### src/rtl/mystic_main_mem_tx.sv
// UART 8N1 memory-dump transmitter: reads a byte range through a byte read port and serialises it on uart_tx_o.
// Optional MYSTIC_MEM_TX_CHECKSUM_EN appends one frame carrying the mod-256 sum of all transmitted data bytes.
module mystic_main_mem_tx #(
  parameter int ADDR_W = 18,
  parameter int BAUD_W = 16
) (
  input  logic              clk_i,
  input  logic              rst_i,
  input  logic [BAUD_W-1:0] baud_div_i,
  input  logic              start_i,
  input  logic [ADDR_W-1:0] start_addr_i,
  input  logic [ADDR_W-1:0] byte_cnt_i,
  output logic              busy_o,
  output logic              done_o,
  output logic              mem_rd_o,
  output logic [ADDR_W-1:0] mem_addr_o,
  input  logic [7:0]        mem_din_i,
  output logic              uart_tx_o
);

  typedef enum logic [2:0] {
    IDLE,
    FETCH,
    LATCH,
    START,
    DATA,
    STOP,
    DONE
  } state_t;

  state_t state_q, state_d;

  logic [ADDR_W-1:0] addr_q, addr_d;
  logic [ADDR_W-1:0] rem_q, rem_d;
  logic [BAUD_W-1:0] div_q, div_d;
  logic [BAUD_W-1:0] cnt_q, cnt_d;
  logic [2:0]        idx_q, idx_d;
  logic [7:0]        shift_q, shift_d;
  logic              tx_q, tx_d;
  logic              busy_q, busy_d;
  logic              done_q, done_d;
  logic              rd_q, rd_d;
  logic [ADDR_W-1:0] maddr_q, maddr_d;
  logic              bit_end;
  logic              fetch_mem;

`ifdef MYSTIC_MEM_TX_CHECKSUM_EN
  logic [7:0] sum_q, sum_d;
  // Set while the extra checksum frame is in flight; its FETCH/LATCH are a silent gap.
  logic       csum_q, csum_d;
`endif

  assign bit_end = (cnt_q == '0);

  // NOTE: every combinational output gets a default before the case so no latches are inferred.
  always_comb begin
    state_d = state_q;
    addr_d  = addr_q;
    rem_d   = rem_q;
    div_d   = div_q;
    cnt_d   = cnt_q;
    idx_d   = idx_q;
    shift_d = shift_q;
`ifdef MYSTIC_MEM_TX_CHECKSUM_EN
    sum_d   = sum_q;
    csum_d  = csum_q;
`endif

    unique case (state_q)
      IDLE: begin
        if (start_i) begin
          addr_d = start_addr_i;
          rem_d  = byte_cnt_i;
          div_d  = (baud_div_i < BAUD_W'(2)) ? BAUD_W'(2) : baud_div_i;
`ifdef MYSTIC_MEM_TX_CHECKSUM_EN
          sum_d  = '0;
          csum_d = 1'b0;
`endif
          state_d = (byte_cnt_i == '0) ? DONE : FETCH;
        end
      end

      FETCH: state_d = LATCH;

      LATCH: begin
`ifdef MYSTIC_MEM_TX_CHECKSUM_EN
        if (csum_q) begin
          shift_d = sum_q;
        end else begin
          shift_d = mem_din_i;
          sum_d   = sum_q + mem_din_i;
          addr_d  = addr_q + ADDR_W'(1);
          rem_d   = rem_q - ADDR_W'(1);
        end
`else
        shift_d = mem_din_i;
        addr_d  = addr_q + ADDR_W'(1);
        rem_d   = rem_q - ADDR_W'(1);
`endif
        cnt_d   = div_q - BAUD_W'(1);
        state_d = START;
      end

      START: begin
        if (bit_end) begin
          cnt_d   = div_q - BAUD_W'(1);
          idx_d   = '0;
          state_d = DATA;
        end else begin
          cnt_d = cnt_q - BAUD_W'(1);
        end
      end

      DATA: begin
        if (bit_end) begin
          cnt_d   = div_q - BAUD_W'(1);
          shift_d = shift_q >> 1;
          if (idx_q == 3'd7) state_d = STOP;
          else               idx_d   = idx_q + 3'd1;
        end else begin
          cnt_d = cnt_q - BAUD_W'(1);
        end
      end

      STOP: begin
        if (bit_end) begin
          if (rem_q != '0) state_d = FETCH;
`ifdef MYSTIC_MEM_TX_CHECKSUM_EN
          else if (!csum_q) begin
            csum_d  = 1'b1;
            state_d = FETCH;
          end
`endif
          else state_d = DONE;
        end else begin
          cnt_d = cnt_q - BAUD_W'(1);
        end
      end

      DONE:    state_d = IDLE;
      default: state_d = IDLE;
    endcase

    // Outputs are decoded from the next state and registered, so they line up with the state they belong to.
`ifdef MYSTIC_MEM_TX_CHECKSUM_EN
    fetch_mem = (state_d == FETCH) && !csum_d;
`else
    fetch_mem = (state_d == FETCH);
`endif
    rd_d    = fetch_mem;
    maddr_d = fetch_mem ? addr_d : maddr_q;
    busy_d  = (state_d != IDLE) && (state_d != DONE);
    done_d  = (state_d == DONE);
    unique case (state_d)
      START:   tx_d = 1'b0;
      DATA:    tx_d = shift_d[0];
      default: tx_d = 1'b1;
    endcase
  end

  // NOTE: sequential state uses non-blocking assignments only; the datapath is reset too so nothing starts as X.
  always_ff @(posedge clk_i) begin
    if (rst_i) begin
      state_q <= IDLE;
      addr_q  <= '0;
      rem_q   <= '0;
      div_q   <= BAUD_W'(2);
      cnt_q   <= '0;
      idx_q   <= '0;
      shift_q <= '0;
      tx_q    <= 1'b1;
      busy_q  <= 1'b0;
      done_q  <= 1'b0;
      rd_q    <= 1'b0;
      maddr_q <= '0;
`ifdef MYSTIC_MEM_TX_CHECKSUM_EN
      sum_q   <= '0;
      csum_q  <= 1'b0;
`endif
    end else begin
      state_q <= state_d;
      addr_q  <= addr_d;
      rem_q   <= rem_d;
      div_q   <= div_d;
      cnt_q   <= cnt_d;
      idx_q   <= idx_d;
      shift_q <= shift_d;
      tx_q    <= tx_d;
      busy_q  <= busy_d;
      done_q  <= done_d;
      rd_q    <= rd_d;
      maddr_q <= maddr_d;
`ifdef MYSTIC_MEM_TX_CHECKSUM_EN
      sum_q   <= sum_d;
      csum_q  <= csum_d;
`endif
    end
  end

  assign uart_tx_o  = tx_q;
  assign busy_o     = busy_q;
  assign done_o     = done_q;
  assign mem_rd_o   = rd_q;
  assign mem_addr_o = maddr_q;

endmodule
### config.mk
export PLATFORM = sky130hd
export DESIGN_NAME = mystic_main_mem_tx
export DESIGN_NICKNAME = d
export VERILOG_FILES = /design/src/rtl/mystic_main_mem_tx.sv
export SDC_FILE = /design/constraint.sdc
export NUM_CORES = 1
export LEC_CHECK = 0
export CAP_MARGIN = 10
export CORE_MARGIN = 5
export CORE_UTILIZATION = 50
export CTS_BUF_LIST = sky130_fd_sc_hd__clkbuf_4 sky130_fd_sc_hd__clkbuf_8 sky130_fd_sc_hd__clkbuf_16
export DETAILED_ROUTE_END_ITERATION = 7
export GPL_ROUTABILITY_DRIVEN = 0
export PLACE_DENSITY_LB_ADDON = 0.15
export SETUP_SLACK_MARGIN = 0.2
export SLEW_MARGIN = 0
export SYNTH_ARGS = -nofsm -noshare
export SYNTH_HDL_FRONTEND = slang
export SYNTH_SLANG_ARGS = --single-unit
### constraint.sdc
create_clock -name clk_i -period 2.89 [get_ports clk_i]
set_input_delay 0.4335 -clock clk_i [delete_from_list [all_inputs] [get_ports clk_i]]
set_output_delay 0.4335 -clock clk_i [all_outputs]
set_load 0.02 [all_outputs]
# After elaboration in Yosys (flattened, before gate mapping)
# Cells that the tools add are included.
[totals]
ram_bits = 0
latchBits = 0
word_cells = 74
n_memories = 0
romBits = 0
regBits = 104
inputBits = 63
out_inout_bits = 22
[classes]
shift = 0
n_bitwise = 0
div_mod_pow = 0
eq_ne = 16
n_mux = 23
mul = 0
addsub = 5
magnitude_cmp = 1
reduce_logical = 16
[op_table]
columns = ["op", "n"]
rows = [
  ["one-hot mux 18 bit (2 select lines)", 2],
  ["2-to-1 mux 16 bit", 3],
  ["one-hot mux 16 bit (3 select lines)", 1],
  ["2-to-1 mux 18 bit", 2],
  ["subtractor 16 x 1 -> 16 bit (second input constant)", 2],
  ["2-to-1 mux 3 bit", 10],
  ["adder 18 x 1 -> 18 bit (second input constant)", 1],
  ["logical NOT 18 bit", 1],
  ["one-hot mux 3 bit (6 select lines)", 1],
  ["nonzero test 18 bit", 1],
  ["subtractor 18 x 1 -> 18 bit (second input constant)", 1],
  ["logical NOT 16 bit", 1],
  ["< comparator 16 x 2 -> 1 bit (second input constant)", 1],
  ["one-hot mux 8 bit (2 select lines)", 1],
  ["== test 3 bit (second input constant)", 5],
  ["inequality test 2 bit (second input constant)", 5],
  ["== test 3 x 2 -> 1 bit (second input constant)", 3],
  ["2-to-1 mux 8 bit", 1],
  ["AND reduction 2 bit", 4],
  ["== test 3 x 1 -> 1 bit (second input constant)", 2],
  ["one-hot mux 3 bit (2 select lines)", 1],
  ["nonzero test 2 bit", 3],
  ["nonzero test 3 bit", 2],
  ["AND reduction 4 bit", 1],
  ["other kinds (6)", 6],
]

# Depth between registers and ports, before layout
# Gate-level depths: netlist of the first run.
[logic_depth]
ltp_word = 6
mapped_depth = 11
ltp_nobuf = 8

# Least setup slack after synthesis of the first run
# Ideal clock, no wire load.
[synth_timing]
path_kind = "register -> register"
from = "register cnt_q[0]"
to = "register maddr_q[10] (netlist: mem_addr_o[10])"
t_required_ps = 2769
path_stages_with_launch = 11
synth_period_minus_slack_ps = 2639
t_arrival_ps = 2518
setup_ps = 121
path_buffers = 2
slack_ps = 251
path_cell_list = "dfxtp_1 inv_1 ha_1 nor3b_1 and4_1 buf_2 nand3_1 o21a_1 o21ai_2 buf_4 mux2_2"
[synth_between]
elab_chain_len = 4
elab_cells_between_ends = 6
classes_between = "1 x eq/ne; 4 x mux; 1 x reduce/logical"
[synth_lines]
columns = ["element", "line", "source"]
rows = [
  ["start, declared", "36", "logic [BAUD_W-1:0] cnt_q, cnt_d;"],
  ["start signal, assigned", "185", "cnt_q <= cnt_d;"],
  ["logical NOT 16 bit *", "53", "assign bit_end = (cnt_q == '0);"],
  ["2-to-1 mux 3 bit, on equally long branches", "126, 105, 115", ""],
  ["one-hot mux 3 bit (6 select lines) *", "69", "unique case (state_q)"],
  ["== test 3 x 1 -> 1 bit *", "148", "fetch_mem = (state_d == FETCH);"],
  ["end signal, assigned", "192", "maddr_q <= maddr_d;"],
  ["end, declared", "43", "logic [ADDR_W-1:0] maddr_q, maddr_d;"],
]
# Mark *: on every way between the ends. The rest lies on a longest branch, timed or not.
# A chain may end at the register's enable or synchronous reset.

# Final worst setup path of the first run
[layout_timing]
from = "register rem_q[6]"
to = "register tx_q (netlist: uart_tx_o)"
[layout_between]
elab_chain_len = 6
elab_cells_between_ends = 7
classes_between = "2 x eq/ne; 4 x mux; 1 x reduce/logical"
[layout_lines]
columns = ["element", "line", "source"]
rows = [
  ["start, declared", "34", "logic [ADDR_W-1:0] rem_q, rem_d;"],
  ["start signal, assigned", "183", "rem_q <= rem_d;"],
  ["nonzero test 18 bit *", "127", "if (rem_q != '0) state_d = FETCH;"],
  ["2-to-1 mux 3 bit *", "127", ""],
  ["2-to-1 mux 3 bit *", "126", "if (bit_end) begin"],
  ["one-hot mux 3 bit (6 select lines) *", "69", ""],
  ["== test 3 bit or == test 3 x 2 -> 1 bit (tied branches)", "154", "unique case (state_d)"],
  ["one-hot mux 1 bit (2 select lines) *", "154", ""],
  ["end signal, assigned", "188", "tx_q <= tx_d;"],
  ["end, declared", "39", "logic tx_q, tx_d;"],
]
# Marks and branches as above.

==> results.md, run 1 <==
- For this design, the CTS-stage hold fixing added 0 buffers.
- The count of nets left with antenna violations once routing finished came out at 0.
- The most common cell in the netlist is dfxtp_1.
- Synthesis produced 725 cells.
- The critical path goes through or4_4 > or4_4 > or4_4 > a221oi_2 > nor4b_1 > a21oi_1.
- In this run, synthesis produced a sequential element count of 104.
- In this run the tightest slew margin relative to its limit is 0.387.
- The placed instances occupy a cell area of 0.00672 mm2.
- The total area inside the core boundary comes to 0.0113 mm2.
- The number of buffers inserted by port buffering is 84.
- The number of antenna violations at the first check in global routing came to 0.
- The floorplan has 39 rows.
- The later pin in the worst-skew pair is clocked with a latency of roughly 0.35 ns.
- Measured in cells, the most critical reg-to-reg path has a length of 6.
- The first-pass GRT wire length is between 20000 and 30000 um.
- The average detailed-routed wire length per instance is 16.9 um.
- In this design, the stage delay of the slowest critical-path cell is 0.58 ns.
- Data on the critical path is required at its endpoint by ~3.2 ns.
- TritonCTS built the clock tree.
- The number of optimization iterations in the first detailed-route pass is 5.
- The number of nets in the final layout is slightly below 900.
- The average instance in the mapped netlist occupies 7.84 um2.
- Setup repair after global routing could not meet its margin everywhere.
- The maximum clock rate is roughly 0.37 GHz.
- Data on the critical path arrives at its endpoint at 2.96 ns.
- The power density normalized to cell area is 676 mW/mm2.
- The reg2reg setup slack is 0.21 ns.
- In the finished design, the share of the clock period the worst path needs comes to 0.929.
- The flow ran to the end, and the final reports show no timing, DRC or antenna violations.
- The worst setup path is of the register to register kind.
- In this run the worst hold path is classified as register to register.
- The largest individual stage delay along the critical path comes from the cell or4_4.
- The worst setup path is captured at a register.
- TritonCTS created 9 clock buffers.
- The aggregate routed wire length is 16000 um.
- Tracing the worst setup path back leads to its startpoint at rem_q[6].
- By count the netlist is led by 104 x dfxtp_1, 82 x nand2_1, 79 x nor2_1, 74 x a21oi_1, 32 x clkbuf_1.
- Along the worst path, the maximum fanout reaches 10.
- In this run the critical register-to-register path is captured at uart_tx_o.
- The via count is 5753.
- 85 I/O pins were placed.
- Entering global routing, the biggest net connects between 80 and 90 pins.
- Following the worst setup path forward leads to its endpoint at uart_tx_o.
- IR analysis of the VDD net gives a maximum drop of around 0.00052 V.
- The number of enable flip-flop cells after synthesis is 0.
- The die boundary width is approximately 120 um.
- The source of the worst register-to-register timing path is rem_q[6].
- Summed over all instances, the cell type with the most area after synthesis is dfxtp_1.
- The diode insertion count for antenna repair is 0.
- The number of different library cells in the post-synthesis netlist is 66.
- The number of pins with negative max-slew slack in the final report is 0.
- The area taken by flip-flops and latches is about 0.0021 mm2.
- The post-route clock skew is 0.00746 ns.
- Clock-pin slew was measured on the worst setup and hold paths at 0.07 ns.
- Setup total negative slack on the finished layout was measured at 0 ns.
- The proportion of register bits with asynchronous set or reset after synthesis is 0.
- The area of all placed cells without fillers is just over 0.007 mm2.
- The initial utilization of the core area, before any placement, comes to 0.504.
- The time the worst path needs with I/O delays and setup is 2.68 ns.
- Compared with the post-synthesis result, the final layout area differs by 24.3%.
- The first routing iteration left 541 violations.
- The final hold violation count was 0.
- The number of DRC violations after detailed routing is 0.
- The number of global-route vias before repair came to ~5400.
- The post-synthesis net count is 794.
- The number of failing setup endpoints in the final timing report is 0.
- The die extent in y is 117 um.
- The tool flagged a number of max-cap violations equal to 0.
- For this design the static power due to leakage is 0.00262 uW.
- The count of filler cells inserted in the layout is between 900 and 1000.
- After synthesis the cells add up to 0.00568 mm2.
- The half-perimeter wire length of the detailed placement result is roughly 11000 um.
- The deepest clock path buffer count is 2.
- The count of H-tree levels built during CTS is 3.
- The remaining global-route overflow is 0.
- Ranked by total cell area, the synthesized netlist is headed by dfxtp_1 37%, a21oi_1 6.5%, nand2_1 5.4%, nor2_1 5.2%, mux2_2 4.4%.
- The actual slew at the worst max-slew pin is 0.919 ns.
- The ratio of routed vias to standard cells is 6.06.
- The primary flip-flop cell chosen by synthesis mapping is dfxtp_1.
- The area enclosed by the die boundary is roughly 0.014 mm2.
- The share of the Yosys chip area taken by registers is 0.366.
- The count of clock tree sinks is ~100.
- The Yosys step of the flow raised 0 warnings.
- The startpoint class of the critical path is a register.
- The portion of synthesized cell area occupied by the leading cell type is 0.366.
- In the global route stage, overall resource usage came out at 0.237.
- The most frequent cell on the critical path is or4_4.
- Clock tree synthesis selected as its root buffer the cell clkbuf_16.
- The area used by multi-input combinational logic is 0.00341 mm2.
- The share of layout cells above drive strength 1 is 0.108.
-- final cells by class --
cell class,instances,area share
Sequential cell,104,0.295
Clock buffer,10,0.0338
Timing Repair Buffer,109,0.147
Clock inverter,6,0.00957
Inverter,12,0.00638
Multi-Input combinational cell,566,0.483
Tap cell,143,0.0253
-- routing by layer --
layer,GRT usage,share of wire,vias to the layer above
met4,0.0749,0.019,0
met1,0.291,0.42,2737
li1,-,-,2816
met2,0.411,0.51,175
met3,0.0554,0.050,25
met5,0,0,-
-- metrics by stage --
step	total power [uW]	hold WS, ns	worst slack (ns)	std cells	util
after global routing	5050	0.490	0.153	950	0.626
after CTS	4760	0.459	0.220	950	0.624
after detailed placement	3490	0.449	0.140	934	0.597
final	4770	0.455	0.205	950	0.626
after global placement	3440	0.443	0.150	934	0.597
after floorplan	2900	0.436	0.251	725	-
-- how the worst min path moves through the flow --
stage	startpoint	endpoint	cells after the start
floorplan	idx_q[1]	idx_q[1]	2
global placement	shift_q[5]	shift_q[5]	2
detailed placement	shift_q[6]	shift_q[6]	2
CTS	shift_q[6]	shift_q[6]	2
global route	shift_q[4]	shift_q[4]	2
finish	shift_q[6]	shift_q[6]	2
-- placed cells by master (no fill, tap or decap), types with 11 or more instances in the layout --
master | Yosys | final
nor4_1 | 24 | 24
nand3_1 | 31 | 31
dfxtp_1 | 104 | 102
nand2_1 | 82 | 81
mux2_2 | 22 | 22
buf_4 | 1 | 24
inv_1 | 11 | 11
o21ai_0 | 27 | 27
nor2_1 | 79 | 77
clkdlybuf4s50_1 | 0 | 83
a21oi_1 | 74 | 74
xor2_1 | 11 | 11
nor3_1 | 25 | 25
nor2b_1 | 23 | 23
a211oi_1 | 13 | 13
-- repair_timing --
action,CTS,global route
buffers inserted,0,0
gates resized for setup,1,7
setup endpoints to repair,1,32
gates cloned,0,0
-- where the power goes --
part / total [uW] / internal (uW) / leakage (uW) / switching, uW
registers: 1830 / 1630 / 0.000853 / 200
logic: 1680 / 737 / 0.00162 / 939
clock network: 1270 / 700 / 0.000150 / 568
-- critical path: cells and delay by family (launching register included) --
kind	cells	cell delay, ns
AND/OR/NAND/NOR	4	1.75
AO/OA/AOI/OAI	2	0.48
flip-flops	1	0.37
-- cells by family (layout without fill, tap and decap cells) --
kind of cell | after synthesis | count (layout) | synth area share
compound gates | 191 | 191 | 0.215
xor+xnor | 20 | 20 | 0.0308
fa+ha+maj | 6 | 6 | 0.0132
buf+inv | 55 | 137 | 0.0392
flops | 104 | 104 | 0.366
mux | 31 | 31 | 0.0595
simple gates | 318 | 318 | 0.276
-- state kept, by name (all words and copies together) (netlist names), 3 cells and up --
signal      count
state_q         3
cnt_q          16
shift_q         8
mem_addr_o     18
addr_q         18
idx_q           3
rem_q          18
div_q          16
(Power assumes the default switching activity.)
==> run 2, diff against run 1 <==
--- a/config.mk
+++ b/config.mk
@@ -6,7 +6,6 @@
 export NUM_CORES = 1
 export LEC_CHECK = 0
 export CAP_MARGIN = 10
-export CORE_MARGIN = 5
 export CORE_UTILIZATION = 50
 export CTS_BUF_LIST = sky130_fd_sc_hd__clkbuf_4 sky130_fd_sc_hd__clkbuf_8 sky130_fd_sc_hd__clkbuf_16
 export DETAILED_ROUTE_END_ITERATION = 7
==> constraint.sdc (replaced) <==
create_clock -name clk_i -period 2.89 [get_ports clk_i]
set_input_delay 0.578 -clock clk_i [delete_from_list [all_inputs] [get_ports clk_i]]
set_output_delay 0.578 -clock clk_i [all_outputs]
set_load 0.02 [all_outputs]
==> run 2 against run 1 <==
  * Core utilization up 2.7 points
  * Maximum frequency up 2.6%
  * Clock skew up 0.00076 ns
  * Design area up 1.2%
  * Sequential cell count unchanged
  * Highest routed layer unchanged
==> results.md, run 2 (synthesis gave the netlist of run 1 again) <==
- Setup repair after global routing could not meet its margin everywhere.
- The count of H-tree levels built during CTS came to 3 (unchanged).
- The number of antenna violations at the first check in global routing was 0 (unchanged).
- The internal power came to 3230 uW (+5.4%).
- The net switching component of the power came to 1690 uW (-0.74%).
- The number of nets in the final layout was 873 (+0.23%).
- The non-filler instance count after layout is 949 (-0.11%).
- The largest net degree at the start of global routing came to 85 (unchanged).
- The actual slew at the worst max-slew pin came to 0.789 ns (-0.130 ns).
- The total cell area at the placement stage is 0.00677 mm2 (+0.61%).
- The number of buffers inserted by port buffering is 84 (unchanged).
- The maximum clock rate is 0.382 GHz (+2.6%).
- The reg2reg setup slack is 0.27 ns (+0.07 ns).
- The launch point of the worst hold path is shift_q[3].
- The flow ran to the end, and the final reports show no timing, DRC or antenna violations.
- The remaining global-route overflow is 0 (unchanged).
- The number of I/O pins was 85 (unchanged).
- The deepest clock path buffer count was 2 (unchanged).
- The final period utilization was 0.905 (-0.0240).
- The count of clock tree sinks came to 104 (unchanged).
- In the layout the commonest cells are 104 x dfxtp_1, 83 x clkdlybuf4s50_1, 82 x nand2_1, 77 x nor2_1, 74 x a21oi_1.
- The worst slew margin relative to its limit is 0.473 (+0.0863).
- The total routing resource utilization after global routing is 0.275 (+0.0381).
- The worst endpoint required time is 3.13 ns (-0.03 ns).
- The time the worst path needs with I/O delays and setup came to 2.62 ns (-0.0693 ns).
- The starting density of the core is 0.520 (+0.0155).
- The data arrival time of the critical path came to 2.86 ns (-0.10 ns).
- The die extent in y came to 109 um (-6.9%).
- The average detailed-routed wire length per instance came to 16.6 um (-1.5%).
- The element type at the critical path end is a register.
- The share of layout cells above drive strength 1 is 0.109 (+0.000970).
- The number of nets still failing antenna checks after routing is 0 (unchanged).
- The number of DRC violations after detailed routing was 0 (unchanged).
- The ratio of routed vias to standard cells is 6.08 (+0.42%).
- The number of buffers created by CTS was 9 (unchanged).
- The aggregate routed wire length is 15800 um (-1.6%).
- The row count is 38 (-2.6%).
- The number of failing setup endpoints in the final timing report is 0 (unchanged).
- The final hold violation count is 0 (unchanged).
- The number of global-route vias before repair is 5364 (-1.3%).
- The diode insertion count for antenna repair came to 0 (unchanged).
- The part of the power in registers came to 0.370 (-0.013).
- The maximum ir drop on the vdd rail was 0.000463 V (-12%).
- The root buffer selected by CTS is clkbuf_16.
- The static leakage power is 0.00266 uW (+1.6%).
- The number of pins with negative max-slew slack in the final report came to 0 (unchanged).
- The maximum net fanout on the critical path was 6 (-4).
- The insertion delay of the later-clocked pin in the worst-skew pair is 0.36 ns (about the same).
- The clock network fraction of design power came to 0.283 (+0.017).
- The first-pass GRT wire length is 25400 um (-2.5%).
- The switching power share of the total is 0.344 (-0.0136).
- The TritonCTS clock tree is done.
- The area of all placed cells without fillers is 0.00715 mm2 (+1.2%).
- The area enclosed by the die boundary is 0.0118 mm2 (-13%).
- The post-route clock skew is 0.00823 ns (+0.000765 ns).
- The number of optimization iterations in the first detailed-route pass is 5 (unchanged).
- The relative area change from synthesis to final layout is 25.8%.
- The kind of path behind the tightest hold check is register to register.
- The via count is 5771 (+0.31%).
- The instance count after placement with tap cells included is 932 (-0.21%).
- The core outline area came to 0.0109 mm2 (-3.0%).
- The launch point of the critical path is rem_q[2].
- The setup path with the least slack is of type register to register.
- The die boundary width is 109 um (-6.9%).
- The total negative slack came to 0 ns (unchanged).
- The power density normalized to cell area was 689 mW/mm2 (+1.9%).
- The clock-pin transition on the worst setup and hold timing paths is 0.07 ns (about the same).
- The source of the worst register-to-register timing path is rem_q[2].
- The starting DRC count in detailed routing is 402 (-26%).
- The fraction of power consumed by combinational cells came to 0.347 (-0.004).
- The startpoint class of the critical path is a register.
- The max-capacitance violation count is 0 (unchanged).
- The half-perimeter wire length of the detailed placement result is 10900 um (-2.7%).
- Leaving out fill and tap cells, the most frequent cell in the layout is dfxtp_1.
- The hold-fix buffer count after cts is 0 (unchanged).
run 2: path summary, 6_finish.rpt:
check                                  end  cells past startpoint
worst max register to register   rem_q[15]                      6
worst min register to register  shift_q[3]                      2
worst max-delay path             rem_q[15]                      6
worst min-delay path            shift_q[3]                      2
run 2: power groups by stage:
| stage | Combinational (uW) | Sequential (uW) | Clock (uW) |
|---|---|---|---|
| finish | 1710 | 1820 | 1400 |
| detailed placement | 1650 | 1840 | 0 |
| floorplan | 1040 | 1860 | 0 |
| global route | 1860 | 1850 | 1480 |
| CTS | 1670 | 1810 | 1420 |
| global placement | 1620 | 1830 | 0 |
run 2: stage by stage:
stage / utilization / total power, uW / worst slack, ns / hold slack (ns)
finish: 0.654 / 4930 / 0.275 / 0.456
floorplan: - / 2900 / 0.251 / 0.436
CTS: 0.650 / 4900 / 0.217 / 0.459
global placement: 0.619 / 3450 / 0.0482 / 0.442
global route: 0.654 / 5190 / 0.181 / 0.476
detailed placement: 0.619 / 3500 / -0.0162 / 0.451
run 2: cell type report:
| type | instances | area (um2) |
|---|---|---|
| fill | 957 | 3790 |
| multi-input combinational | 566 | 3420 |
| sequential | 104 | 2080 |
| timing repair buffer | 111 | 1090 |
| clock buffer | 10 | 233 |
| tap | 140 | 175 |
| clock inverter | 6 | 108 |
| inverter | 12 | 45.0 |
run 2: per-layer routing:
metal  GRT usage  share of wire
met2       0.458           0.49
met4      0.0907          0.014
met5           0              0
met1       0.347           0.43
met3      0.0663          0.067
run 2: worst max-delay path: stages, from the launching register on:
cell	delay, ns
dfxtp_1	0.35
or3_1	0.48
or4_1	0.52
or4_2	0.65
a21o_1	0.21
a221oi_1	0.23
nor2_1	0.06
run 2: timing repair:
| item | CTS | global route |
|---|---|---|
| setup buffers | 0 | 1 |
| pin swaps | 0 | 0 |
| gates resized for setup | 1 | 8 |
| gates cloned | 0 | 0 |
| setup endpoints to repair | 19 | 35 |
==> edit 1: new RTL, config.mk and constraints of run 2 <==
`ADDR_W`: 18 -> 26.
--- a/src/rtl/mystic_main_mem_tx.sv
+++ b/src/rtl/mystic_main_mem_tx.sv
@@ -1,7 +1,7 @@
 // UART 8N1 memory-dump transmitter: reads a byte range through a byte read port and serialises it on uart_tx_o.
 // Optional MYSTIC_MEM_TX_CHECKSUM_EN appends one frame carrying the mod-256 sum of all transmitted data bytes.
 module mystic_main_mem_tx #(
-  parameter int ADDR_W = 18,
+  parameter int ADDR_W = 26,
   parameter int BAUD_W = 16
 ) (
   input  logic              clk_i,
Ports: changed (resized byte_cnt_i, mem_addr_o and start_addr_i); port bits go from 85 to 109. The function was not compared with the original's and may differ.
==> edit 1 against run 2 <==
Area after synthesis grew 26%; critical path type unchanged; highest routed layer unchanged; critical endpoint is now mem_addr_o[16]; utilization grew 0.87 points; final cell count grew 28%; cell area grew 29%; sequential cell count grew 24; routed wire length grew 23%; power grew 70%; setup slack gained 0.065 ns; die area grew 25%; critical path depth grew 4.
==> edit 1: results (changes against run 2) <==
Setup path
  • Worst Setup Start Kind: flip-flop
  • Critical R2R Launch: rem_q[0]
  • Reg2Reg Setup Slack: 0.34 ns (+0.07 ns)
  • Worst setup endpoint: mem_addr_o[16]
  • Critical Path AT: 2.86 ns (about the same)
  • Crit-path max FO: 13 (+7)
  • Critical Path Max Stage Delay: 0.36 ns (-0.29 ns)
  • CP max stage cell: nor4b_4
  • R2R depth: 10 (+4)

Placed design
  • HPWL Detailed: 13.2 mm (+21%)
  • Dpl cells: 1,179 (+27%)
  • Place WS: -0.0526 ns (-0.0365 ns)
  • DP Area: 8540 µm² (+26%)
  • IO buf count: 108 (+29%)

Layout
  • Layout cells sized above 1: 10.9% (+0.072 points)
  • # fillers: 1,217 (+27%)
  • N_diodes: 0 (unchanged)
  • Nets@finish: 1,105 (+27%)

Logic synthesis
  • Compound-Gate Fraction of Synth Area: 21.0% (-0.52 points)
  • Yosys cell types: 74 (+12%)
  • Synth top area cells: dfxtp_1, a21oi_1, nand2_1
  • Synthesized Nets: 997 (+26%)
  • Synth Area in XOR/XNOR: 2.20% (-0.88 points)
  • Adder-cell area share of the yosys netlist: 1.22% (-0.098 points)
  • Sequential cell area fraction in the yosys report: 35.8% (-0.85 points)
  • Leading cell types by count after synthesis: dfxtp_1, nand2_1, nor2_1
  • Syn Inst Count: 911 (+26%)

Pwr
  • Share of power burned in registers: 31.1% (-5.9 points)
  • Leakage: 3.51 nW (+32%)
  • Sw power: 0.00318 W (+88%)
  • Clock group: 0.00225 W (+61%)
  • Worst vdd ir: 0.000533 V (+15%)
  • PwrDens: 905 nW/µm² (+31%)

Clock network
  • Htree depth: 4 (+1)
  • Worst skew pair latency: 0.42 ns (+0.06 ns)
  • Inserted Clock Buffers: 17 (+8)

STA
  • Worst-Margin Slew: 0.686 ns (-0.103 ns)
  • Clock skew: 0.00711 ns (-0.00112 ns)

Route
  • Initial DRC Count: 514 (+28%)
  • Pre-antenna DRT Iters: 7 (+2)
  • Overall routed net length: 19.4 mm (+23%)
  • Wirelength per Cell: 16.0 µm (-3.8%)
  • Vias per Instance: 5.84 (-4.0%)

Global route
  • First-pass GRT wire length: 31.3 mm (+23%)
  • Vias in the first global route: 6,437 (+20%)
  • Initial antenna violation count: 0 (unchanged)
  • Largest net degree at the start of global routing: 54 (-36%)
  • All-Layer GR Usage: 26.6% (-0.92 points)

Outcome
  • Outcome: finished clean
-- edit 1: changes by cell type in the layout (fill, tap and decap cells not counted), moves of 12 or more --
cell / delta
nand2_1: +31
clkdlybuf4s50_1: +24
nor2_1: +23
dfxtp_1: +22
a21oi_1: +21
mux2_2: -21
o21ai_0: +18
mux2_1: +17
buf_4: +13
nor2b_1: +12
-- edit 1: tightest hold or removal path: stages, from the launching register on --
cell and delay [ns]:
dfxtp_1 0.30, nand2_1 0.05, a21oi_1 0.05
-- edit 1: worst min path at each step --
| stage | slack [ns] | to | cells past startpoint | from |
|---|---|---|---|---|
| after CTS | 0.46 | shift_q[1] | 2 | shift_q[1] |
| after detailed placement | 0.45 | shift_q[1] | 2 | shift_q[1] |
| after global routing | 0.48 | shift_q[2] | 2 | shift_q[2] |
| after global placement | 0.44 | shift_q[3] | 2 | shift_q[3] |
| after floorplan | 0.44 | shift_q[2] | 2 | shift_q[2] |
| final | 0.45 | shift_q[1] | 2 | shift_q[1] |
-- edit 1: what timing repair did --
item / 4_1_cts / 5_1_grt
setup buffers: 0 / 0
endpoints found under the setup margin: 4 / 26
resized for setup: 1 / 11
cloned: 0 / 1
-- edit 1: metal layers --
| metal | vias to the layer above | wire [µm] | track usage [%] |
|---|---|---|---|
| met5 | - | 0 | 0 |
| met4 | 0 | 206 | 6.71 |
| met3 | 22 | 996 | 5.24 |
| met2 | 191 | 9000 | 43.1 |
| met1 | 3329 | 9160 | 36.1 |
| li1 | 3531 | - | - |
-- edit 1: final cells by class --
cell class	count	area [µm²]	area share [%]
inverters	8	30.0	0.325
repair buffers	146	1410	15.2
multi-input cells	718	4380	47.5
clock buffers	20	467	5.06
well taps	180	225	2.44
flip-flops and latches	128	2560	27.8
clock inverters	12	156	1.69
==> edit 2: new RTL, settings of run 2 <==
Made on the original files. Register the input `byte_cnt_i` before use, with the module's reset. The logic sees it one clock later. The other inputs are not delayed to match.
--- a/src/rtl/mystic_main_mem_tx.sv
+++ b/src/rtl/mystic_main_mem_tx.sv
@@ -28,6 +28,16 @@
     DONE
   } state_t;
 
+  logic [ADDR_W-1:0] byte_cnt_q;
+
+  always_ff @(posedge clk_i) begin
+    if (rst_i) begin
+      byte_cnt_q <= '0;
+    end else begin
+      byte_cnt_q <= byte_cnt_i;
+    end
+  end
+
   state_t state_q, state_d;
 
   logic [ADDR_W-1:0] addr_q, addr_d;
@@ -70,13 +80,13 @@
       IDLE: begin
         if (start_i) begin
           addr_d = start_addr_i;
-          rem_d  = byte_cnt_i;
+          rem_d  = byte_cnt_q;
           div_d  = (baud_div_i < BAUD_W'(2)) ? BAUD_W'(2) : baud_div_i;
 `ifdef MYSTIC_MEM_TX_CHECKSUM_EN
           sum_d  = '0;
           csum_d = 1'b0;
 `endif
-          state_d = (byte_cnt_i == '0) ? DONE : FETCH;
+          state_d = (byte_cnt_q == '0) ? DONE : FETCH;
         end
       end
 
Behaviour: not the same (Yosys sat finds a counterexample within 4 cycles, from zero or initial values and one cycle with rst_i high).
==> edit 2 against run 2 <==
Sequential cell count rose by 18; sequential share of layout area up 0.58 points; routed wire length rose by 7.6%; setup slack got worse by 0.16 ns; synthesized cell count rose by 4.4%; utilization is 3.0 points higher; cell area up 15%; critical path depth grew 4; maximum frequency is 5.9% lower; area after synthesis rose by 9.1%.
Power is not compared: it rests on default switching activity, and its combinational part moved more than twofold at a synthesized area within 25%.
==> edit 2: results (changes against run 2) <==
Outcome
  • Outcome: finished clean

Layout
  • # fillers: 969 (+1.3%)
  • Clock buf count: 19 (+9)
  • Count of non-CTS inverters in the layout: 15 (+3)
  • Multi-input logic cell count: 572 (+1.1%)
  • Buffering overhead: 15.9% (+0.63 points)
  • Sequential share of cell area: 29.7% (+0.58 points)
  • Clk tree area frac: 7.55% (+2.8 points)
  • Layout cells sized above 1: 16.0% (+5.1 points)
  • Final core occ: 68.4% (+3.0 points)
  • Fraction of area in multi-input gates: 43.6% (-4.2 points)
  • Nets@finish: 934 (+7.0%)
  • Non-CTS buffers: 137 (+23%)

Route
  • Overall routed net length: 17.0 mm (+7.6%)
  • Met2 wire length: 7.72 mm (+0.85%)
  • WL met1: 7.69 mm (+13%)
  • Via count: 6,129 (+6.2%)
  • Wirelength per Cell: 16.2 µm (-2.2%)
  • Wire length on met3: 1.21 mm (+15%)
  • Uppermost routed layer: met4
  • Initial DRC Count: 472 (+17%)

Global route
  • Met2 usage: 42.5% (-3.2 points)
  • All-Layer GR Usage: 27.0% (-0.53 points)
  • First-pass GRT wire length: 27.5 mm (+8.1%)
  • Vias in the first global route: 5,589 (+4.2%)
  • Largest net degree at the start of global routing: 36 (-58%)
  • M1 GR Usage: 35.5% (+0.79 points)

Clock network
  • Reg clk slew, reported paths: 0.06 ns
  • Worst skew pair latency: 0.43 ns (+0.07 ns)
  • Inserted Clock Buffers: 17 (+8)
  • Clock Sinks: 122 (+17%)
  • Htree depth: 4 (+1)

Placed design
  • DP Area: 7350 µm² (+8.6%)
  • Place WS: -0.00884 ns (+0.00732 ns)
  • HPWL Detailed: 11.3 mm (+4.0%)
  • Dpl cells: 995 (+6.8%)
  • IO buf count: 84 (unchanged)

STA
  • Worst-Margin Slew: 0.874 ns (+0.0848 ns)
  • Clock skew: 0.00855 ns (+0.000322 ns)

Logic synthesis
  • Avg Cell Area, Syn: 8.19 µm² (+4.5%)
  • Leading cell types by count after synthesis: dfxtp_1, a21oi_1, nand2_1
  • Syn Std Cell Area: 6200 µm² (+9.1%)
  • Synth top area cells: dfxtp_1, a21oi_1, nand2_1
  • Yosys cell types: 64 (-3.0%)
  • Sequential cell area fraction in the yosys report: 39.4% (+2.7 points)
  • Synthesized Nets: 826 (+4.0%)

Setup path
  • Critical Path Max Stage Delay: 0.55 ns (-0.10 ns)
  • CP max stage cell: or4_4
  • Crit-path max FO: 5 (-1)
  • Critical Path AT: 3.09 ns (+0.23 ns)
  • Critical path launch point: cnt_q[1]

Hold path
  • HP Start: shift_q[1]
edit 2: logic make-up after synthesis:
logic type / Yosys count / share of synthesized area, %
xor+xnor: 22 / 3.11
buf+inv: 63 / 4.14
simple gates: 313 / 26.3
fa+ha+maj: 6 / 1.21
flops: 122 / 39.4
compound gates: 207 / 21.0
mux: 24 / 4.84
edit 2: repair_timing:
item	CTS	global route
endpoints found under the hold margin	0	0
gates cloned	0	4
setup endpoints to repair	32	34
setup buffers	6	9
pin swaps	3	12
resized for setup	5	18
edit 2: path summary, 6_finish.rpt:
path	endpoint	slack [ns]	cells past startpoint
worst min-delay path	shift_q[1]	0.45	2
worst max register to register	mem_addr_o[17]	0.11	10
worst min register to register	shift_q[1]	0.45	2
worst max-delay path	mem_addr_o[17]	0.11	10
